`src/rtl/gcr_serial_tx.sv`:
```
// GCR serial transmitter: one-entry holding register feeding a
// bit-timed MSB-first shifter that frames symbols behind sync bytes.
module gcr_serial_tx #(
    parameter int unsigned BIT_DIV  = 4,
    parameter int unsigned SYNC_LEN = 2,
    parameter logic [7:0]  SYNC_PAT = 8'hFF
) (
    input  logic       clk,
    input  logic       rst_n,
    input  logic [7:0] i,
    input  logic       i_valid,
    output logic       i_ready,
    output logic       o,
    output logic       busy,
    output logic       frame_end
);

    localparam logic [7:0] TMR_MAX   = 8'(BIT_DIV - 1);
    localparam logic [3:0] SYNC_LAST = 4'(SYNC_LEN - 1);

    typedef enum logic [1:0] {
        IDLE = 2'd0,
        SYNC = 2'd1,
        DATA = 2'd2
    } state_t;

    state_t     state;
    state_t     state_n;

    logic [7:0] hold;
    logic       hold_full;
    logic       hold_full_n;

    logic [7:0] shifter;
    logic [7:0] shifter_n;
    logic [7:0] tmr;
    logic [7:0] tmr_n;
    logic [2:0] bitcnt;
    logic [2:0] bitcnt_n;
    logic [3:0] synccnt;
    logic [3:0] synccnt_n;

    logic       o_n;
    logic       busy_n;
    logic       frame_end_n;

    logic       accept;
    logic       bit_end;
    logic       byte_end;
    logic       sync_done;
    logic       load_hold;

    assign accept    = i_valid & i_ready;
    assign bit_end   = (tmr == TMR_MAX);
    assign byte_end  = bit_end && (bitcnt == 3'd7);
    assign sync_done = (synccnt == SYNC_LAST);

    // The held symbol moves into the shifter at the end of the last sync
    // byte, or back-to-back at the end of a data byte when one is waiting.
    assign load_hold = byte_end &&
                       (((state == SYNC) && sync_done) ||
                        ((state == DATA) && hold_full));

    // State register.
    always_ff @(posedge clk or negedge rst_n) begin
        if (!rst_n) begin
            state <= IDLE;
        end else begin
            state <= state_n;
        end
    end

    // Next-state: a symbol waiting starts a frame; running dry ends it.
    always_comb begin
        state_n = state;
        unique case (state)
            IDLE: begin
                if (hold_full) begin
                    state_n = SYNC;
                end
            end
            SYNC: begin
                if (byte_end && sync_done) begin
                    state_n = DATA;
                end
            end
            DATA: begin
                if (byte_end && !hold_full) begin
                    state_n = IDLE;
                end
            end
            default: begin
                state_n = IDLE;
            end
        endcase
    end

    // Shifter, bit timer, bit counter and sync counter updates.
    always_comb begin
        shifter_n = shifter;
        tmr_n     = tmr;
        bitcnt_n  = bitcnt;
        synccnt_n = synccnt;
        unique case (state)
            IDLE: begin
                tmr_n     = 8'd0;
                bitcnt_n  = 3'd0;
                synccnt_n = 4'd0;
                shifter_n = hold_full ? SYNC_PAT : 8'h00;
            end
            SYNC, DATA: begin
                if (!bit_end) begin
                    tmr_n = tmr + 8'd1;
                end else begin
                    tmr_n    = 8'd0;
                    bitcnt_n = bitcnt + 3'd1;
                    if (!byte_end) begin
                        shifter_n = {shifter[6:0], 1'b0};
                    end else if (load_hold) begin
                        shifter_n = hold;
                        synccnt_n = 4'd0;
                    end else if (state == SYNC) begin
                        shifter_n = SYNC_PAT;
                        synccnt_n = synccnt + 4'd1;
                    end else begin
                        shifter_n = 8'h00;
                    end
                end
            end
            default: begin
                tmr_n     = 8'd0;
                bitcnt_n  = 3'd0;
                synccnt_n = 4'd0;
                shifter_n = 8'h00;
            end
        endcase
    end

    // Output and holding-register flag decode from the next state.
    always_comb begin
        busy_n      = (state_n != IDLE);
        o_n         = busy_n ? shifter_n[7] : 1'b0;
        frame_end_n = (state == DATA) && (state_n == IDLE);
        hold_full_n = hold_full;
        if (accept) begin
            hold_full_n = 1'b1;
        end else if (load_hold) begin
            hold_full_n = 1'b0;
        end
    end

    // Datapath registers.
    always_ff @(posedge clk or negedge rst_n) begin
        if (!rst_n) begin
            shifter <= 8'h00;
            tmr     <= 8'd0;
            bitcnt  <= 3'd0;
            synccnt <= 4'd0;
        end else begin
            shifter <= shifter_n;
            tmr     <= tmr_n;
            bitcnt  <= bitcnt_n;
            synccnt <= synccnt_n;
        end
    end

    // Holding register captures on accept only.
    always_ff @(posedge clk or negedge rst_n) begin
        if (!rst_n) begin
            hold      <= 8'h00;
            hold_full <= 1'b0;
        end else begin
            if (accept) begin
                hold <= i;
            end
            hold_full <= hold_full_n;
        end
    end

    // Registered outputs.
    always_ff @(posedge clk or negedge rst_n) begin
        if (!rst_n) begin
            o         <= 1'b0;
            busy      <= 1'b0;
            frame_end <= 1'b0;
            i_ready   <= 1'b0;
        end else begin
            o         <= o_n;
            busy      <= busy_n;
            frame_end <= frame_end_n;
            i_ready   <= ~hold_full_n;
        end
    end

endmodule

```
`config.mk`:
```
export PLATFORM = sky130hd
export DESIGN_NAME = gcr_serial_tx
export DESIGN_NICKNAME = d
export VERILOG_FILES = /design/src/rtl/gcr_serial_tx.sv
export SDC_FILE = /design/constraint.sdc
export NUM_CORES = 1
export LEC_CHECK = 0
export BUFFER_PORTS_ARGS = -buffer_cell sky130_fd_sc_hd__buf_2
export CORE_MARGIN = 5
export CORE_UTILIZATION = 53
export DETAILED_ROUTE_END_ITERATION = 10
export PLACE_DENSITY = 0.72
export SYNTH_ARGS = -nofsm -noshare
export SYNTH_HDL_FRONTEND = slang
export SYNTH_SLANG_ARGS = --single-unit
```
`constraint.sdc`:
```
create_clock -name clk -period 1.93 [get_ports clk]
set_input_delay 0.193 -clock clk [delete_from_list [all_inputs] [get_ports clk]]
set_output_delay 0.193 -clock clk [all_outputs]
set_load 0.01 [all_outputs]
```
# --- Word level (Yosys, flattened, before mapping) ---
# Cells that the tools add are included.
totals:
  ram_bits: 0
  latchBits: 0
  n_memories: 0
  register_bits: 38
  out_inout_bits: 4
  in_bits: 11
  rom_bits: 0
  wordCells: 61
classes:
  n_eq_ne: 8
  n_mux: 22
  n_reduce_logical: 14
  addsub: 3
  order_cmp: 0
  div_mod_pow: 0
  bitwise_logic: 2
  mul: 0
  n_shift: 0
ops:
  columns: ["operator", "count"]
  rows:
  - ["$mux W8", 7]
  - ["$mux W4", 5]
  - ["$pmux W8 S2", 1]
  - ["$add A8 B1 Y8 const B", 1]
  - ["$eq A8 B2 Y1 const B", 1]
  - ["$logic_and A1 B1 Y1", 7]
  - ["$mux W2", 3]
  - ["$mux W3", 2]
  - ["$pmux W2 S3", 1]
  - ["$add A4 B1 Y4 const B", 1]
  - ["$eq A4 B1 Y1 const B", 1]
  - ["$logic_not A2 Y1", 2]
  - ["$ne A2 B2 Y1 const B", 2]
  - ["$add A3 B1 Y3 const B", 1]
  - ["$eq A3 B3 Y1 const B", 1]
  - ["$mux W1", 3]
  - ["$ne A3 B3 Y1 const B", 1]
  - ["$reduce_and A3 Y1", 1]
  - ["$eq A2 B1 Y1 const B", 1]
  - ["$eq A2 B2 Y1 const B", 1]
  - ["$reduce_bool A2 Y1", 1]
  - ["$reduce_or A2 Y1", 1]
  - ["$and A1 B1 Y1", 1]
  - ["$logic_not A1 Y1", 1]
  - ["other kinds (2)", 2]

# --- Logic depth before layout (Yosys ltp) ---
# Gate-level depths: netlist (run 1).
depth:
  ltp_word: 9
  ltp_mapped: 9
  ltp_nobuf: 7

# --- Worst setup path before layout (run 1) ---
# No wires, ideal clock.
synth_timing:
  path_kind: "register -> register"
  from: "register state[1]"
  to: "register shifter[2]"
  setup_time_ns: 0.126
  required_time_ns: 1.804
  stages_incl_launch_ff: 10
  slack_ns: -0.015
  synth_period_minus_slack_ns: 1.945
  path_buffers: 2
  arrival_ns: 1.819
  cell_sequence: "dfrtp_1 > inv_1 > ha_1 > buf_2 > nor4bb_1 > o211ai_1 > buf_2 > nor2_1 > nor2_1 > a221o_1"
synth_via:
  elab_chain_len: 8
  elab_cells_between_ends: 14
  classes_between: "eq/ne (3); mux (5); reduce/logical (6)"
synth_lines:
  columns: ["item", "line", "text"]
  rows:
  - ["start, declared", "27", "state_t state;"]
  - ["start signal, assigned", "69", "state <= state_n;"]
  - ["$eq A2 B1 Y1 or $eq A2 B2 Y1 (tied branches)", null, null]
  - ["$logic_and A1 B1 Y1 (on tied branches)", "61, 62", null]
  - ["$logic_or A1 B1 Y1", "61", "(((state == SYNC) && sync_done) ||"]
  - ["$logic_and A1 B1 Y1", "60", "assign load_hold = byte_end &&"]
  - ["$mux W8", "119", "end else if (load_hold) begin"]
  - ["$mux W8", "117", "if (!byte_end) begin"]
  - ["$mux W8", "112", "if (!bit_end) begin"]
  - ["$pmux W8 S2", "104", "unique case (state)"]
  - ["end signal, assigned", "160", "shifter <= shifter_n;"]
  - ["end, declared", "34", "logic [7:0] shifter;"]
# Several ways; a longest one is shown, not always the timed one. The select of a mux whose other input is x is not followed.
# A chain may end at the register's enable or synchronous reset.

# --- Worst setup path after layout (run 1) ---
layout_timing:
  from: "register tmr[6]"
  to: "register synccnt[1]"
layout_via:
  elab_chain_len: 7
  elab_cells_between_ends: 11
  classes_between: "eq/ne (4); mux (4); reduce/logical (3)"
layout_lines:
  columns: ["item", "line", "text"]
  rows:
  - ["start, declared", "36", "logic [7:0] tmr;"]
  - ["start signal, assigned", "161", "tmr <= tmr_n;"]
  - ["$eq A8 B2 Y1 *", "54", "assign bit_end = (tmr == TMR_MAX);"]
  - ["$logic_and A1 B1 Y1", "55", "assign byte_end = bit_end && (bitcnt == 3'd7);"]
  - ["$logic_and A1 B1 Y1", "60", null]
  - ["$mux W4", "119", null]
  - ["$mux W4", "117", null]
  - ["$mux W4", "112", null]
  - ["$mux W4", "104", null]
  - ["end signal, assigned", "163", "synccnt <= synccnt_n;"]
  - ["end, declared", "40", "logic [3:0] synccnt;"]
# Mark *: on every way between the ends. The rest lies on a longest branch, timed or not. The select of a mux whose other input is x is not followed.

==> flow_results.xml, run 1 <==
<?xml version="1.0" encoding="UTF-8"?>
<metrics>
  <group name="power">
    <metric name="sequential_power_share" unit="%">52.3</metric>
    <metric name="gate_power_share" unit="%">1.7</metric>
    <metric name="power" unit="uW">1520</metric>
    <metric name="internal_power" unit="uW">1243</metric>
    <metric name="power.share.clock" unit="%">46.0</metric>
    <metric name="power_spent_charging_and_discharging_nets" unit="uW">277.4</metric>
    <metric name="power.ir.vdd_worst" unit="mV">0.4854</metric>
    <metric name="switching_share" unit="%">18.25</metric>
    <metric name="leakage_power" unit="uW">0.001191</metric>
    <metric name="powerDensity" unit="nW/um2">630.3</metric>
  </group>
  <group name="hold_path">
    <metric name="worstHoldStart" unit="">i[4]</metric>
    <metric name="worstHoldPathType" unit="">in2reg</metric>
    <metric name="worst_hold_path.num_cells" unit="">2</metric>
    <metric name="min_delay_worst_endpoint" unit="">hold[4]</metric>
  </group>
  <group name="logic_synthesis">
    <metric name="synth-main-ff-cell" unit="">sky130_fd_sc_hd__dfrtp_1</metric>
    <metric name="netlist_top_cells_area" unit="">sky130_fd_sc_hd__dfrtp_1 (50%), sky130_fd_sc_hd__ha_1 (5.9%), sky130_fd_sc_hd__mux2_2 (4.7%)</metric>
    <metric name="synth_cell_type_count" unit="">41</metric>
    <metric name="post_synth_arst_share" unit="%">100.0</metric>
    <metric name="synth_nets" unit="">200</metric>
    <metric name="synth.avg_cell_area" unit="um2">10.64</metric>
    <metric name="synth_seq_cells" unit="">38</metric>
    <metric name="synth_largest_area_cell" unit="">sky130_fd_sc_hd__dfrtp_1</metric>
    <metric name="synth-edff-count" unit="">0</metric>
    <metric name="top_cell_type_s_share_of_synthesized_area" unit="%">49.64</metric>
    <metric name="synth_warnings" unit="">0</metric>
    <metric name="netlist_area" unit="um2">1916</metric>
    <metric name="number_of_standard_cells_after_synthesis" unit="">180</metric>
    <metric name="post_synth_most_frequent_cells" unit="">sky130_fd_sc_hd__dfrtp_1 (38), sky130_fd_sc_hd__nor2_1 (22), sky130_fd_sc_hd__a21oi_1 (11), sky130_fd_sc_hd__ha_1 (9), sky130_fd_sc_hd__nand2_1 (9)</metric>
    <metric name="synth.most_common_cell" unit="">sky130_fd_sc_hd__dfrtp_1</metric>
    <metric name="synth.yosys.seq_area_share" unit="%">49.64</metric>
  </group>
  <group name="route">
    <metric name="dr_total_vias" unit="">1524</metric>
    <metric name="postRouteWirelength" unit="um">4078</metric>
    <metric name="route.detailed.wl_per_inst" unit="um">15.10</metric>
    <metric name="post_drt_via_cell_ratio" unit="">5.644</metric>
    <metric name="drc" unit="">0</metric>
    <metric name="antenna_violating_nets_left" unit="">0</metric>
    <metric name="drt_pre_antenna_iters" unit="">4</metric>
    <metric name="drt_iter0_markers" unit="">91</metric>
  </group>
  <group name="floorplan">
    <metric name="die_area" unit="um2">4917</metric>
    <metric name="core" unit="um2">3416</metric>
    <metric name="floorplan.initialDensity" unit="%">56.08</metric>
    <metric name="chipWidth" unit="um">70.12</metric>
    <metric name="std_cell_rows" unit="">21</metric>
    <metric name="i_o_pin_cnt" unit="">15</metric>
    <metric name="die_h" unit="um">70.12</metric>
  </group>
  <group name="clock_tree">
    <metric name="tritoncts" unit="">done</metric>
    <metric name="clock-sinks" unit="">38</metric>
    <metric name="clock_latency" unit="ns">0.35</metric>
    <metric name="cts_htree_levels" unit="">2</metric>
    <metric name="clock-root-buffer" unit="">sky130_fd_sc_hd__clkbuf_4</metric>
    <metric name="cts.reportedPaths.clkPinSlew" unit="ns">0.12</metric>
    <metric name="max-clock-path-buffers" unit="">2</metric>
    <metric name="numCtsBuffers" unit="">5</metric>
  </group>
  <group name="critical_path">
    <metric name="ff2ff_path_depth" unit="">5</metric>
    <metric name="critical_path_arrival" unit="ns">2.17</metric>
    <metric name="reg2reg_setup_slack" unit="ns">0.06</metric>
    <metric name="critical_path.max_fanout" unit="">6</metric>
    <metric name="reg2reg_to" unit="">synccnt[1]</metric>
    <metric name="timing.critical_path.required" unit="ns">2.22</metric>
    <metric name="worstSetupStartpointType" unit="">register</metric>
    <metric name="endpoint_kind" unit="">register</metric>
    <metric name="regToRegStartpoint" unit="">tmr[6]</metric>
    <metric name="worst-setup-path-type" unit="">reg2reg</metric>
  </group>
  <group name="timing">
    <metric name="slew_headroom" unit="%">44.40</metric>
    <metric name="finalCritPeriodShare" unit="%">97.11</metric>
    <metric name="slew_violations" unit="">0</metric>
    <metric name="final_hold_violating_endpoints" unit="">0</metric>
    <metric name="finalClockSkew" unit="ns">0.01153</metric>
    <metric name="setup_repair_after_global_routing_missed_its_margin" unit="">yes</metric>
    <metric name="finalCriticalPeriod" unit="ns">1.874</metric>
    <metric name="worstMarginPinSlew" unit="ns">0.8340</metric>
    <metric name="final-setup-viol-count" unit="">0</metric>
    <metric name="timing.fmax" unit="MHz">533.5</metric>
  </group>
  <group name="finish">
    <metric name="finish.net_count" unit="">243</metric>
    <metric name="finalCoreUtilization" unit="%">70.62</metric>
    <metric name="num_antenna_cells" unit="">0</metric>
    <metric name="fraction_of_layout_cells_with_a_size_suffix_above_1" unit="%">33.48</metric>
    <metric name="layout-area-overhead-vs-synth" unit="%">25.93</metric>
  </group>
  <group name="global_route">
    <metric name="grt.overflow.total" unit="">0</metric>
    <metric name="grt_max_degree" unit="">39</metric>
    <metric name="antenna_found_initial" unit="">0</metric>
    <metric name="grt.total_usage" unit="%">18.28</metric>
    <metric name="via_count_of_the_first_global_routing_pass" unit="">1610</metric>
    <metric name="grt_first_pass_wirelength" unit="um">7258</metric>
  </group>
  <group name="flow_run">
    <metric name="cap_viol_max_count" unit="">0</metric>
  </group>
  <group name="placement">
    <metric name="portBuffers" unit="">14</metric>
    <metric name="dp.final_hpwl" unit="um">2976</metric>
    <metric name="place.gp.congestion" unit="">0.9026</metric>
  </group>
  <group name="run_status">
    <metric name="status" unit="">finished clean</metric>
  </group>
</metrics>
==> registers in the layout (all words and copies together), names as in the netlist <==
| register | count |
|---|---|
| o | 1 |
| synccnt | 4 |
| hold_full | 1 |
| busy | 1 |
| hold | 8 |
| bitcnt | 3 |
| i_ready | 1 |
| tmr | 8 |
| shifter | 8 |
| state | 2 |
| frame_end | 1 |
==> critical path: stages, from the launching register on <==
cell	delay, ns
sky130_fd_sc_hd__dfrtp_1	0.45
sky130_fd_sc_hd__or4_4	0.58
sky130_fd_sc_hd__nor2_2	0.29
sky130_fd_sc_hd__nand2_1	0.13
sky130_fd_sc_hd__o32ai_1	0.22
sky130_fd_sc_hd__and2_1	0.16
==> layer usage <==
layer	global-route usage, %	vias to the layer above	wire, um
li1	-	729	-
met1	22.87	739	1762
met2	29.38	46	2006
met3	5.308	10	224
met4	7.872	0	84
met5	0	-	0
==> logic make-up (layout without fill, tap and decap cells) <==
kind of cell | Yosys count | in the layout | synth area share, %
compound gates | 36 | 36 | 13.39
xor+xnor | 8 | 8 | 3.657
fa+ha+maj | 9 | 9 | 5.879
buf+inv | 11 | 55 | 2.351
flops | 38 | 38 | 49.64
mux | 11 | 11 | 6.271
simple gates | 67 | 67 | 18.81
==> through the flow <==
| stage | hold slack [ns] | TNS, ns | setup WS [ns] | cells | cell area [um2] |
|---|---|---|---|---|---|
| global placement | 0.3218 | -0.004396 | -0.004396 | 256 | 2181 |
| finish | 0.07903 | 0 | 0.05571 | 270 | 2412 |
| CTS | 0.05868 | 0 | 0.002032 | 265 | 2320 |
| floorplan | -0.1026 | 0 | 0.01278 | 180 | 1922 |
| detailed placement | 0.3366 | -0.1509 | -0.09282 | 256 | 2181 |
| global route | 0.06449 | -0.1078 | -0.03614 | 270 | 2412 |
==> layout by cell type, fill, tap and decap left out, drive strengths merged, types with 2 or more instances in the layout <==
master / count
buf: 39
dfrtp: 38
nor2: 23
a21oi: 11
nand2: 9
ha: 9
mux2: 8
nand3: 7
inv: 7
and2: 6
clkbuf: 6
nor2b: 5
and3: 4
xor2: 4
xnor2: 4
a221o: 4
o21ai: 4
a21boi: 4
mux2i: 3
o31ai: 3
nand2b: 2
nor3: 2
o22a: 2
bufinv: 2
a311oi: 2
==> timing repair <==
| action | CTS | global route |
|---|---|---|
| pin swaps | 3 | 9 |
| buffers inserted | 0 | 4 |
| gates cloned | 0 | 1 |
| gates resized for setup | 4 | 17 |
| hold buffers | 1 | 0 |
| endpoints found under the hold margin | 38 | 0 |
| endpoints found under the setup margin | 4 | 13 |
==> worst max path at each step <==
stage | endpoint | slack (ns) | start | cells after the start
2_1_floorplan | shifter[2] | 0.01 | state[1] | 9
3_3_place_gp | o | -0.004 | synccnt[1] | 7
3_5_place_dp | o | -0.09 | synccnt[1] | 7
4_1_cts | shifter[6] | 0.002 | synccnt[1] | 8
5_1_grt | synccnt[2] | -0.04 | tmr[6] | 5
6_report | synccnt[1] | 0.06 | tmr[6] | 5
==> power groups by stage <==
stage	combinational [uW]	clock [uW]	sequential [uW]
5_1_grt	30.8	754	796
6_report	25.7	699	796
2_1_floorplan	0.183	0	811
3_5_place_dp	25.5	0	811
4_1_cts	26.9	719	796
3_3_place_gp	24.0	0	811
==> cell type report <==
type / instances / area (um2)
well taps: 46 / 57.56
fillers: 264 / 1003
clock inverters: 2 / 60.06
repair buffers: 40 / 267.8
multi-input cells: 131 / 998.5
flip-flops and latches: 38 / 950.9
inverters: 7 / 26.28
clock buffers: 6 / 51.30
Power figures use the tool's default switching activity.
==> run 2, diff against run 1 <==
PLACE_DENSITY = 0.75   (was 0.72)
==> flow_results.xml, run 2 (synthesized netlist as in run 1, its figures left out) <==
<?xml version="1.0" encoding="UTF-8"?>
<metrics>
  <group name="critical_path">
    <metric name="reg2reg_to" unit="">shifter[3]</metric>
    <metric name="crit_path_top_delay_cell" unit="">sky130_fd_sc_hd__dfrtp_1</metric>
    <metric name="timing.critical_path.cells" unit="">inv_2 &gt; ha_2 &gt; nor4bb_4 &gt; o211ai_1 &gt; buf_4 &gt; nor2_2 &gt; nor2_1 &gt; a221o_1</metric>
    <metric name="ff2ff_path_depth" unit="">8</metric>
    <metric name="crit_family" unit="">simple AND/OR/NAND/NOR gates</metric>
    <metric name="worstSetupStartpointType" unit="">register</metric>
    <metric name="critical_path_depth" unit="">8</metric>
    <metric name="regToRegStartpoint" unit="">synccnt[1]</metric>
    <metric name="critical_path.max_fanout" unit="">5</metric>
    <metric name="timing.critical_path.required" unit="ns">2.17</metric>
    <metric name="reg2reg_setup_slack" unit="ns">0.01</metric>
    <metric name="worst-setup-path-type" unit="">reg2reg</metric>
    <metric name="crit_buf_inv" unit="">2</metric>
    <metric name="critical_path_arrival" unit="ns">2.16</metric>
    <metric name="delay_contributed_by_the_slowest_stage_of_the_critical_path" unit="ns">0.41</metric>
    <metric name="endpoint_kind" unit="">register</metric>
  </group>
  <group name="finish">
    <metric name="fraction_of_layout_cells_with_a_size_suffix_above_1" unit="%">34.98</metric>
    <metric name="fillerInstances" unit="">262</metric>
    <metric name="finish.net_count" unit="">242</metric>
    <metric name="num_antenna_cells" unit="">0</metric>
    <metric name="final_cells" unit="">269</metric>
    <metric name="stdcell_area" unit="um2">2416</metric>
    <metric name="multiInputGateArea" unit="um2">1035</metric>
    <metric name="layout_common_cells" unit="">sky130_fd_sc_hd__dfrtp_1 (38), sky130_fd_sc_hd__buf_4 (22), sky130_fd_sc_hd__nor2_1 (19), sky130_fd_sc_hd__buf_2 (14)</metric>
    <metric name="layout-area-overhead-vs-synth" unit="%">26.13</metric>
    <metric name="sequential_cell_area" unit="um2">950.9</metric>
    <metric name="layout_commonest_cell" unit="">sky130_fd_sc_hd__dfrtp_1</metric>
    <metric name="biggestRegsByFlops" unit="">hold x8, shifter x8, tmr x8</metric>
  </group>
  <group name="clock_tree">
    <metric name="max-clock-path-buffers" unit="">2</metric>
    <metric name="clock-sinks" unit="">38</metric>
    <metric name="clock-root-buffer" unit="">sky130_fd_sc_hd__clkbuf_4</metric>
    <metric name="cts.reportedPaths.clkPinSlew" unit="ns">0.12</metric>
    <metric name="cts_htree_levels" unit="">2</metric>
    <metric name="numCtsBuffers" unit="">5</metric>
    <metric name="tritoncts" unit="">done</metric>
    <metric name="clock_latency" unit="ns">0.35</metric>
  </group>
  <group name="placement">
    <metric name="dp.final_hpwl" unit="um">2946</metric>
    <metric name="dpl-instance-area" unit="um2">2158</metric>
    <metric name="pre_cts_ws" unit="ns">-0.06852</metric>
    <metric name="place.gp.congestion" unit="">0.8698</metric>
    <metric name="portBuffers" unit="">14</metric>
    <metric name="placed_cells_incl_taps" unit="">253</metric>
  </group>
  <group name="timing">
    <metric name="slew_headroom" unit="%">45.83</metric>
    <metric name="finalCritPeriodShare" unit="%">99.44</metric>
    <metric name="setup_repair_after_global_routing_missed_its_margin" unit="">yes</metric>
    <metric name="finalClockSkew" unit="ns">0.01228</metric>
    <metric name="setup_total_negative_slack" unit="ns">0</metric>
    <metric name="finalCriticalPeriod" unit="ns">1.919</metric>
    <metric name="timing.fmax" unit="MHz">521.0</metric>
    <metric name="slew_violations" unit="">0</metric>
    <metric name="worstMarginPinSlew" unit="ns">0.8126</metric>
    <metric name="final-setup-viol-count" unit="">0</metric>
    <metric name="final_critical_path_setup_slack" unit="ns">0.01075</metric>
    <metric name="final_hold_violating_endpoints" unit="">0</metric>
    <metric name="hold_slack" unit="ns">0.06938</metric>
  </group>
  <group name="flow_run">
    <metric name="cap_viol_max_count" unit="">0</metric>
  </group>
  <group name="hold_path">
    <metric name="min_delay_worst_endpoint" unit="">hold[4]</metric>
    <metric name="worst_hold_path.num_cells" unit="">2</metric>
    <metric name="worstHoldPathType" unit="">in2reg</metric>
    <metric name="worstHoldStart" unit="">i[4]</metric>
  </group>
  <group name="global_route">
    <metric name="via_count_of_the_first_global_routing_pass" unit="">1492</metric>
    <metric name="grt_max_degree" unit="">39</metric>
    <metric name="grt.overflow.total" unit="">0</metric>
    <metric name="grt_first_pass_wirelength" unit="um">6817</metric>
    <metric name="grt.total_usage" unit="%">17.30</metric>
    <metric name="antenna_found_initial" unit="">0</metric>
  </group>
  <group name="floorplan">
    <metric name="chipWidth" unit="um">70.12</metric>
    <metric name="floorplan.initialDensity" unit="%">56.08</metric>
    <metric name="std_cell_rows" unit="">21</metric>
    <metric name="die_h" unit="um">70.12</metric>
    <metric name="die_area" unit="um2">4917</metric>
    <metric name="core" unit="um2">3416</metric>
    <metric name="i_o_pin_cnt" unit="">15</metric>
  </group>
  <group name="route">
    <metric name="post_drt_via_cell_ratio" unit="">5.740</metric>
    <metric name="drt_iter0_markers" unit="">70</metric>
    <metric name="drc" unit="">0</metric>
    <metric name="drt_pre_antenna_iters" unit="">4</metric>
    <metric name="postRouteWirelength" unit="um">4265</metric>
    <metric name="antenna_violating_nets_left" unit="">0</metric>
    <metric name="route.detailed.wl_per_inst" unit="um">15.86</metric>
    <metric name="dr_total_vias" unit="">1544</metric>
  </group>
  <group name="power">
    <metric name="power.ir.vdd_worst" unit="mV">0.5047</metric>
    <metric name="leakage_power" unit="uW">0.001186</metric>
    <metric name="powerDensity" unit="nW/um2">562.5</metric>
  </group>
  <group name="run_status">
    <metric name="status" unit="">finished clean</metric>
  </group>
</metrics>
[run 2: timing repair]
action	4_1_cts	5_1_grt
cloned	0	1
hold endpoints to repair	38	0
setup endpoints to repair	5	12
hold buffers	1	0
buffers inserted	2	4
pin swaps	1	9
gates resized for setup	6	23
[run 2: layer usage]
| metal | vias to the layer above | routed length [um] | global-route usage (%) | share of wire (%) |
|---|---|---|---|---|
| met5 | - | 0 | 0 | 0 |
| met4 | 0 | 70 | 6.596 | 1.6 |
| met3 | 7 | 213 | 5.308 | 5.0 |
| met2 | 40 | 2133 | 28.96 | 50 |
| met1 | 773 | 1848 | 20.83 | 43 |
| li1 | 724 | - | - | - |
[run 2: worst register-to-register path, cell delays in order (launching register included)]
cell and delay, ns:
sky130_fd_sc_hd__dfrtp_1 0.41, sky130_fd_sc_hd__inv_2 0.07, sky130_fd_sc_hd__ha_2 0.17, sky130_fd_sc_hd__nor4bb_4 0.36, sky130_fd_sc_hd__o211ai_1 0.17, sky130_fd_sc_hd__buf_4 0.19
sky130_fd_sc_hd__nor2_2 0.08, sky130_fd_sc_hd__nor2_1 0.05, sky130_fd_sc_hd__a221o_1 0.31
[run 2: cell type report]
cell class	count	share of cell area, %
timing repair buffer	39	11.08
clock buffer	6	1.709
clock inverter	2	1.554
multi-input combinational	131	42.83
inverter	7	1.088
sequential	38	39.36
tap	46	2.382
[run 2: per-stage QoR]
stage / total power (uW) / util [%]
3_3_place_gp: 835.0 / 63.19
4_1_cts: 1366 / 66.67
6_report: 1359 / 70.73
3_5_place_dp: 836.4 / 63.19
5_1_grt: 1408 / 70.73
2_1_floorplan: 811.7 / -
[run 2: how the worst max path moves through the flow]
stage                           from         end  slack [ns]
after floorplan             state[1]  shifter[2]        0.01
after global placement    synccnt[1]           o       -0.01
after detailed placement  synccnt[1]           o       -0.07
after CTS                  bitcnt[0]  synccnt[3]        0.01
after global routing      synccnt[1]  synccnt[1]       -0.05
final                     synccnt[1]  shifter[3]        0.01
[run 2: where the power goes]
part,leakage [uW],internal (uW),switching [uW]
clock,0.0000385,273,265
sequential,0.000480,796,0
combinational,0.000668,8.41,16.8
